## config.mk

```make
export PLATFORM = sky130hd
export DESIGN_NAME = led_mode_ctrl
export DESIGN_NICKNAME = d
export VERILOG_FILES = /design/src/rtl/led_mode_ctrl.sv
export SDC_FILE = /design/constraint.sdc
export NUM_CORES = 1
export LEC_CHECK = 0
export ABC_AREA = 1
export BUFFER_PORTS_ARGS = -buffer_cell sky130_fd_sc_hd__buf_2
export CAP_MARGIN = 10
export CORE_MARGIN = 4
export CORE_UTILIZATION = 63
export DETAILED_ROUTE_END_ITERATION = 10
export GPL_ROUTABILITY_DRIVEN = 0
export PLACE_DENSITY = 0.86
export SLEW_MARGIN = 30
export SYNTH_ARGS = -nofsm -noshare
export SYNTH_HDL_FRONTEND = slang
export SYNTH_SLANG_ARGS = --single-unit
```

## constraint.sdc

```tcl
create_clock -name clk -period 2.2 [get_ports clk]
set_input_delay 0.44 -clock clk [delete_from_list [all_inputs] [get_ports clk]]
set_output_delay 0.44 -clock clk [all_outputs]
set_load 0.05 [all_outputs]
```

## src/rtl/led_mode_ctrl.sv

```systemverilog
// Switch/LED controller: debounces four switches into press events and sequences
// LED1-LED4 through OFF/BLINK/CHASE/COUNT patterns at a selectable rate.
module led_mode_ctrl #(
  parameter int unsigned DEBOUNCE_CYCLES = 120000,
  parameter int unsigned TICK_CYCLES     = 1200000
) (
  input  logic       clk,
  input  logic       rst_n,
  input  logic       SW1,
  input  logic       SW2,
  input  logic       SW3,
  input  logic       SW4,
  output logic       LED1,
  output logic       LED2,
  output logic       LED3,
  output logic       LED4,
  output logic       LED5,
  output logic [1:0] mode
);

  localparam int unsigned DB_W   = $clog2(DEBOUNCE_CYCLES + 1);
  localparam int unsigned TICK_W = $clog2(TICK_CYCLES);

  typedef enum logic [1:0] {
    MODE_OFF   = 2'd0,
    MODE_BLINK = 2'd1,
    MODE_CHASE = 2'd2,
    MODE_COUNT = 2'd3
  } mode_e;

  logic [3:0] sw_raw;
  logic [3:0] press;

  assign sw_raw = {SW4, SW3, SW2, SW1};

  genvar gi;
  generate
    for (gi = 0; gi < 4; gi++) begin : g_db
      logic            sync1_q;
      logic            sync2_q;
      logic            stable_q;
      logic            stable_d;
      logic            stable_dly_q;
      logic [DB_W-1:0] cnt_q;
      logic [DB_W-1:0] cnt_d;

      // The stable level flips on the cycle after the mismatch count has reached the limit.
      always_comb begin
        cnt_d    = '0;
        stable_d = stable_q;
        if (sync2_q != stable_q) begin
          if (cnt_q == DB_W'(DEBOUNCE_CYCLES)) begin
            stable_d = ~stable_q;
          end else begin
            cnt_d = cnt_q + 1'b1;
          end
        end
      end

      always_ff @(posedge clk or negedge rst_n) begin
        if (!rst_n) begin
          sync1_q      <= 1'b0;
          sync2_q      <= 1'b0;
          stable_q     <= 1'b0;
          stable_dly_q <= 1'b0;
          cnt_q        <= '0;
        end else begin
          sync1_q      <= sw_raw[gi];
          sync2_q      <= sync1_q;
          stable_q     <= stable_d;
          stable_dly_q <= stable_q;
          cnt_q        <= cnt_d;
        end
      end

      assign press[gi] = stable_q & ~stable_dly_q;
    end
  endgenerate

  function automatic logic [3:0] init_pat(input mode_e m);
    return (m == MODE_CHASE) ? 4'b0001 : 4'b0000;
  endfunction

  function automatic logic [3:0] step_pat(input mode_e m, input logic [3:0] p);
    logic [3:0] r;
    r = p;
    case (m)
      MODE_BLINK: r = ~p;
      MODE_CHASE: r = {p[2:0], p[3]};
      MODE_COUNT: r = p + 4'd1;
      default:    r = p;
    endcase
    return r;
  endfunction

  mode_e             mode_q,     mode_d;
  logic [1:0]        speed_q,    speed_d;
  logic              paused_q,   paused_d;
  logic [3:0]        pat_q,      pat_d;
  logic [TICK_W-1:0] tick_cnt_q, tick_cnt_d;
  logic [TICK_W-1:0] period_m1;
  logic              run;
  logic              tick;
  logic              reload;

  assign period_m1 = TICK_W'((TICK_CYCLES >> speed_q) - 1);
  assign run       = !paused_q && (mode_q != MODE_OFF);
  assign tick      = run && (tick_cnt_q == period_m1);
  assign reload    = press[0] | press[3];

  always_ff @(posedge clk or negedge rst_n) begin
    if (!rst_n) begin
      mode_q     <= MODE_OFF;
      speed_q    <= 2'd0;
      paused_q   <= 1'b0;
      pat_q      <= 4'b0000;
      tick_cnt_q <= '0;
    end else begin
      mode_q     <= mode_d;
      speed_q    <= speed_d;
      paused_q   <= paused_d;
      pat_q      <= pat_d;
      tick_cnt_q <= tick_cnt_d;
    end
  end

  // Later assignments take priority: a reload overrides a coincident tick step.
  always_comb begin
    mode_d     = mode_q;
    speed_d    = speed_q;
    paused_d   = paused_q;
    pat_d      = pat_q;
    tick_cnt_d = tick_cnt_q;

    if (run) begin
      tick_cnt_d = tick ? '0 : tick_cnt_q + 1'b1;
    end
    if (mode_q == MODE_OFF || reload || press[1]) begin
      tick_cnt_d = '0;
    end

    if (tick) begin
      pat_d = step_pat(mode_q, pat_q);
    end
    if (press[3]) begin
      pat_d = init_pat(mode_q);
    end
    if (press[0]) begin
      mode_d = mode_e'(mode_q + 2'd1);
      pat_d  = init_pat(mode_d);
    end
    if (press[1]) begin
      speed_d = speed_q + 2'd1;
    end
    if (press[2]) begin
      paused_d = ~paused_q;
    end
  end

  assign LED1 = pat_q[0];
  assign LED2 = pat_q[1];
  assign LED3 = pat_q[2];
  assign LED4 = pat_q[3];
  assign LED5 = paused_q;
  assign mode = mode_q;

endmodule

```

==> Word level (Yosys, flattened, before mapping) <==
Index checks and enable logic that the tools add are counted.
W data, S select, Z words.
{ "totals": {"register_bits": 114, "output_inout_bits": 7, "word_cells": 95} }
{ "classes": {"n_addsub": 9, "eq_ne": 13, "n_shift": 1, "muxes": 17, "bitwise_logic": 15, "reduce_logical": 15} }
{ "ops": {"columns": ["op", "count"], "rows": [
  ["$mux W17", 8],
  ["$add A17 B1 Y17 const B", 4],
  ["$eq A17 B17 Y1 const B", 4],
  ["$mux W21", 3],
  ["$add A21 B1 Y21 const B", 1],
  ["$eq A21 B21 Y1", 1],
  ["$shr A21 B2 Y21 const A", 1],
  ["$sub A21 B1 Y21 const B", 1],
  ["$mux W4", 3],
  ["$pmux W4 S3", 1],
  ["$reduce_and A2 Y1", 5],
  ["$not A1 Y1", 9],
  ["$eq A2 B2 Y1 const B", 3],
  ["$reduce_bool A5 Y1", 1],
  ["$add A2 B1 Y2 const B", 2],
  ["$add A4 B1 Y4 const B", 1],
  ["$and A1 B1 Y1", 4],
  ["$ne A1 B1 Y1", 4],
  ["$not A4 Y4", 1],
  ["$reduce_bool A2 Y1", 2],
  ["$reduce_bool A3 Y1", 1],
  ["$eq A2 B1 Y1 const B", 1],
  ["$logic_and A1 B1 Y1", 2],
  ["$logic_not A2 Y1", 1],
  ["4 further kinds", 6]
]} }

==> Logic depth before layout (Yosys ltp) <==
{ "logic_depth": {"depth_word": 7, "mapped_depth": 14, "mapped_depth_nobuf": 13} }

==> Worst setup path after synthesis <==
Ideal clock, no wire load.
{ "synth_path": {"path_type": "register -> register", "startpoint": "reg mode_q[0] (netlist: mode[0])", "endpoint": "reg tick_cnt_q[12]", "setup_ns": 0.118, "t_arrival_ns": 1.912, "slack_ns": 0.170, "stages_incl_launch_ff": 12, "path_buffers": 1, "cell_sequence": "dfrtp_1 inv_1 ha_1 nor2_1 nand2_1 nor2_1 nand2_1 nor2_1 nand3_4 nand2_4 buf_6 nor2_1"} }
{ "synth_via": {"elab_chain_len": 6, "word_cells_on_any_way": 10} }
{ "synth_rtl": {"columns": ["element", "line", "source"], "rows": [
  ["from (decl)", "96", "mode_e mode_q, mode_d;"],
  ["from (signal assigned)", "119", "mode_q <= mode_d;"],
  ["$reduce_bool A2 Y1", "107", "assign run = !paused_q && (mode_q != MODE_OFF);"],
  ["$logic_and A1 B1 Y1", "107", null],
  ["$logic_and A1 B1 Y1", "108", "assign tick = run && (tick_cnt_q == period_m1);"],
  ["$mux W21", "136", "tick_cnt_d = tick ? '0 : tick_cnt_q + 1'b1;"],
  ["$mux W21", "135", "if (run) begin"],
  ["$mux W21", "138", "if (mode_q == MODE_OFF || reload || press[1]) begin"],
  ["to (signal assigned)", "123", "tick_cnt_q <= tick_cnt_d;"],
  ["to (decl)", "100", "logic [TICK_W-1:0] tick_cnt_q, tick_cnt_d;"]
]} }
Parallel ways exist; a longest one is shown, timed or not. The select of a mux whose other input is x is not followed.
A chain may end at the register's enable or synchronous reset.

==> Worst setup path in the final report <==
{ "layout_path": {"startpoint": "reg speed_q[0]", "endpoint": "reg tick_cnt_q[9]"} }
{ "layout_via": {"elab_chain_len": 7} }
{ "layout_rtl": {"columns": ["element", "line", "source"], "rows": [
  ["from (decl)", "97", "logic [1:0] speed_q, speed_d;"],
  ["from (signal assigned)", "120", "speed_q <= speed_d;"],
  ["$shr A21 B2 Y21", "106", "assign period_m1 = TICK_W'((TICK_CYCLES >> speed_q) - 1);"],
  ["$sub A21 B1 Y21", "106", null],
  ["$eq A21 B21 Y1", "108", null],
  ["$logic_and A1 B1 Y1", "108", null],
  ["$mux W21", "136", null],
  ["$mux W21", "135", null],
  ["$mux W21", "138", null]
]} }
No other way between the ends. The select of a mux whose other input is x is not followed.

==> metrics.md <==
| Metric | Value |
|---|---|
| Xor and xnor area share after synthesis | 0.0457 |
| Max Cap Violations | 0 |
| R2R cell count | 11 |
| First-pass GRT wire length | between 20000 and 25000 um |
| Critical path endpoint category | flop |
| Biggest area consumer among synthesized cells | dfrtp_1 |
| CTS tree | yes |
| Final setup fails | 0 |
| H-tree Lvls | 4 |
| Core box area | 0.00977 sq mm |
| Synth Instances | ~820 |
| Syn Nets | between 800 and 900 |
| Largest net degree at the start of global routing | 45 |
| Site Rows | 36 |
| Ranking of synthesized cells by area | dfrtp_1, nand2_1, nor2_1 |
| Startpoint class of the critical path | flop |
| Sequential-to-total area share from yosys stat | 0.451 |
| Required @ worst endpoint | 2.60 ns |
| Psw | between 1 and 1.5 mW |
| Antenna Cells | 0 |
| Placed Cells | 968 |
| Worst setup margin | 0.102 ns |
| Setup Slack @ Placement | 0.0543 ns |
| Vias in the first global route | 5500 |
| Final Cell Area | ~0.0072 sq mm |
| R2r setup slk | 0.10 ns |
| Clk slew on worst S/H paths | 0.06 ns |
| Max Clk Rate | 477 MHz |
| Status | complete, no violations |
| Proportion of synthesized area in mux cells | 0.00534 |
| Fin crit period | 2.10 ns |
| Comb power frac | 0.027 |
| Post-Synth Adder-Cell Area | 0.0415 |
| Worst hold margin | 0.0142 ns |
| Chip width | 108 um |
| Mapped Area | 0.00633 sq mm |
| Post-route ant nets | 0 |
| Final hold vios | 0 |
| CP top delay family | simple AND/OR/NAND/NOR gates |
| Hold path depth | 1 |
| Most frequent CP cell | nand2_1 |
| Syn-to-layout area delta | 14.1% |
| Main combinational cell family by area after synthesis | simple AND/OR/NAND/NOR gates |
| Pint | 4.06 mW |
| DP HPWL | 9840 um |
| Sequential share of power | 0.420 |
| Leak Pwr | roughly 3.3 nW |
| Crit path arrival time | 2.49 ns |
| CTS max path bufs | 2 |
| All-Layer GR Usage | 0.265 |
| Buffers and inverters on the worst path | 2 |
| Fin util | 0.739 |
| Post-synth top area share | 0.451 |
| Ys async rst share | 1.00 |
| Cell variety after synth | 32 |
| DRC Markers | 0 |
| Worst VDD drop | 0.000625 V |
| Overflow after GRT | 0 |
| Final wirelength | 14400 um |
| Setup TNS | 0 ns |
| Root buf cell | clkbuf_8 |
| DR pass1 iterations | 6 |
| Max incr delay on CP | 0.44 ns |
| Hold Path End | g_db[1].sync1_q |
| CP Depth | 11 |
| Simple-gate share of the synthesized area | 0.321 |
| Tcrit/Tclk final | 0.953 |
| Critical Setup Path Class | flop to flop |
| Post-Layout Cell Count | 1000 |
| Sw frac | 0.206 |
| Worst path slowest cell | dfrtp_2 |
| Commonest non-fill, non-tap cells in the layout | nand2_1, nor2_1, inv_1, dfrtp_1, nand3_1 |
| Rel. slew slack | 0.673 |
| Initial antenna violation count | 0 |
| Worst-Margin Slew | 0.485 ns |
| CP cell instances | inv_1 -> ha_2 -> inv_1 -> nand2_1 -> nand2_1 -> and2_1 -> nand2_1 -> nor2_1 -> nand3_4 -> nand2_8 -> nor2_1 |
| Total CTS buffers | 17 |
| Syn Area/Cell | 7.69 sq um |
| Share of post-route cells with drive strength above 1 | 0.0796 |
| EDFF count, synth | 0 |
| CP max FO | 14 |
| Seq cells post-synth | 114 |
| Most common flop cell mapped by yosys | dfrtp_1 |
| Via count | around 5600 |
| Overall power | 5.11 mW |
| Initial Util | 0.647 |
| Clock latency on the worst-skew pair | about 0.53 ns |
| Vias/cell | ~5.6 |
| Die Ht | 108 um |
| Min-delay worst type | input port to flop |
| Clock power share | 0.553 |
| Placed Area | 0.00659 sq mm |
| Final Max Tran Viols | 0 |
| DR WL/cell | 14.4 um |
| Commonest non-fill, non-tap cell in the layout | nand2_1 |
| Reg2reg start | speed_q[0] |
| CTS sink cnt | 114 |
| # IOs | 13 |
| Hold_sp | SW2 |
| Final nets | just under 900 |
| FF-to-FF End | tick_cnt_q[9] |
| Post-CTS Setup Bufs | 0 |
| IO Port Bufs | 12 |
| Pwr Density | 708 mW/mm^2 |
| Synth Area in Compound Gates | 0.0607 |
| YS warnings | 0 |
| Worst clock skew | approximately 0.0055 ns |
| DRT iter0 DRCs | 460 |
| Die area | about 0.012 sq mm |
==> worst max path at each step <==
stage	from	end	slack (ns)
after floorplan	mode[0]	tick_cnt_q[12]	0.17
after global placement	speed_q[0]	tick_cnt_q[14]	0.24
after detailed placement	speed_q[0]	tick_cnt_q[8]	0.05
after CTS	speed_q[0]	tick_cnt_q[9]	0.05
after global routing	g_db[3].stable_q	tick_cnt_q[9]	-0.02
final	speed_q[0]	tick_cnt_q[9]	0.10
==> synthesized netlist by cell type (10+ instances only) <==
cell and count:
nor2_2 10, nor2_1 127, xor2_1 24, dfrtp_1 114, o21ai_0 31, nor3_1 30, nand3_1 55, nand4_1 22
ha_1 21, nand2_1 180, a21oi_1 36, inv_1 115
==> metal layers <==
layer,global-route usage,vias to the layer above,wire length [um]
li1,-,2696,-
met1,0.326,2581,6030
met2,0.449,219,7020
met3,0.0669,65,811
met4,0.105,0,504
met5,0,-,0
==> repair_timing <==
action | 4_1_cts | 5_1_grt
setup endpoints to repair | 0 | 20
gates resized for setup | 0 | 4
hold endpoints to repair | 32 | 0
hold buffers | 1 | 0
==> power by group through the flow <==
stage | sequential [mW] | combinational, mW | clock [mW]
3_5_place_dp | 2.18 | 0.133 | 0
2_1_floorplan | 2.18 | 0.0569 | 0
5_1_grt | 2.15 | 0.161 | 2.96
6_report | 2.15 | 0.137 | 2.83
3_3_place_gp | 2.18 | 0.126 | 0
4_1_cts | 2.15 | 0.142 | 2.84
==> cell type report <==
class	instances	area (sq um)
clock buffer	22	453
clock inverter	9	155
fill	691	2550
inverter	115	432
multi-input combinational	587	3010
sequential	114	2850
tap	133	166
timing repair buffer	20	150
==> state kept, by name, summed over array words and instances, names as in the netlist <==
signal,flops
g_db.cnt_q,68
g_db.sync1_q,4
g_db.stable_dly_q,4
tick_cnt_q,21
speed_q,2
LED5,1
g_db.sync2_q,4
mode,2
pat_q,4
g_db.stable_q,4
==> kinds of logic (layout without fill, tap and decap cells) <==
| logic type | after synthesis | in the layout |
|---|---|---|
| AND/OR/NAND/NOR | 457 | 457 |
| multiplexers | 3 | 3 |
| XOR/XNOR | 33 | 33 |
| adder cells (fa/ha/maj) | 21 | 21 |
| AO/OA/AOI/OAI | 73 | 73 |
| flip-flops | 114 | 114 |
| buffers and inverters | 122 | 166 |
==> worst reg2reg max path, delay by kind of cell (launching register included) <==
| family | cells | cell delay, ns |
|---|---|---|
| flip-flops | 1 | 0.44 |
| AND/OR/NAND/NOR | 8 | 0.96 |
| buffers and inverters | 2 | 0.24 |
| adder cells (fa/ha/maj) | 1 | 0.34 |
No activity file was read; power rests on OpenSTA's default activity.
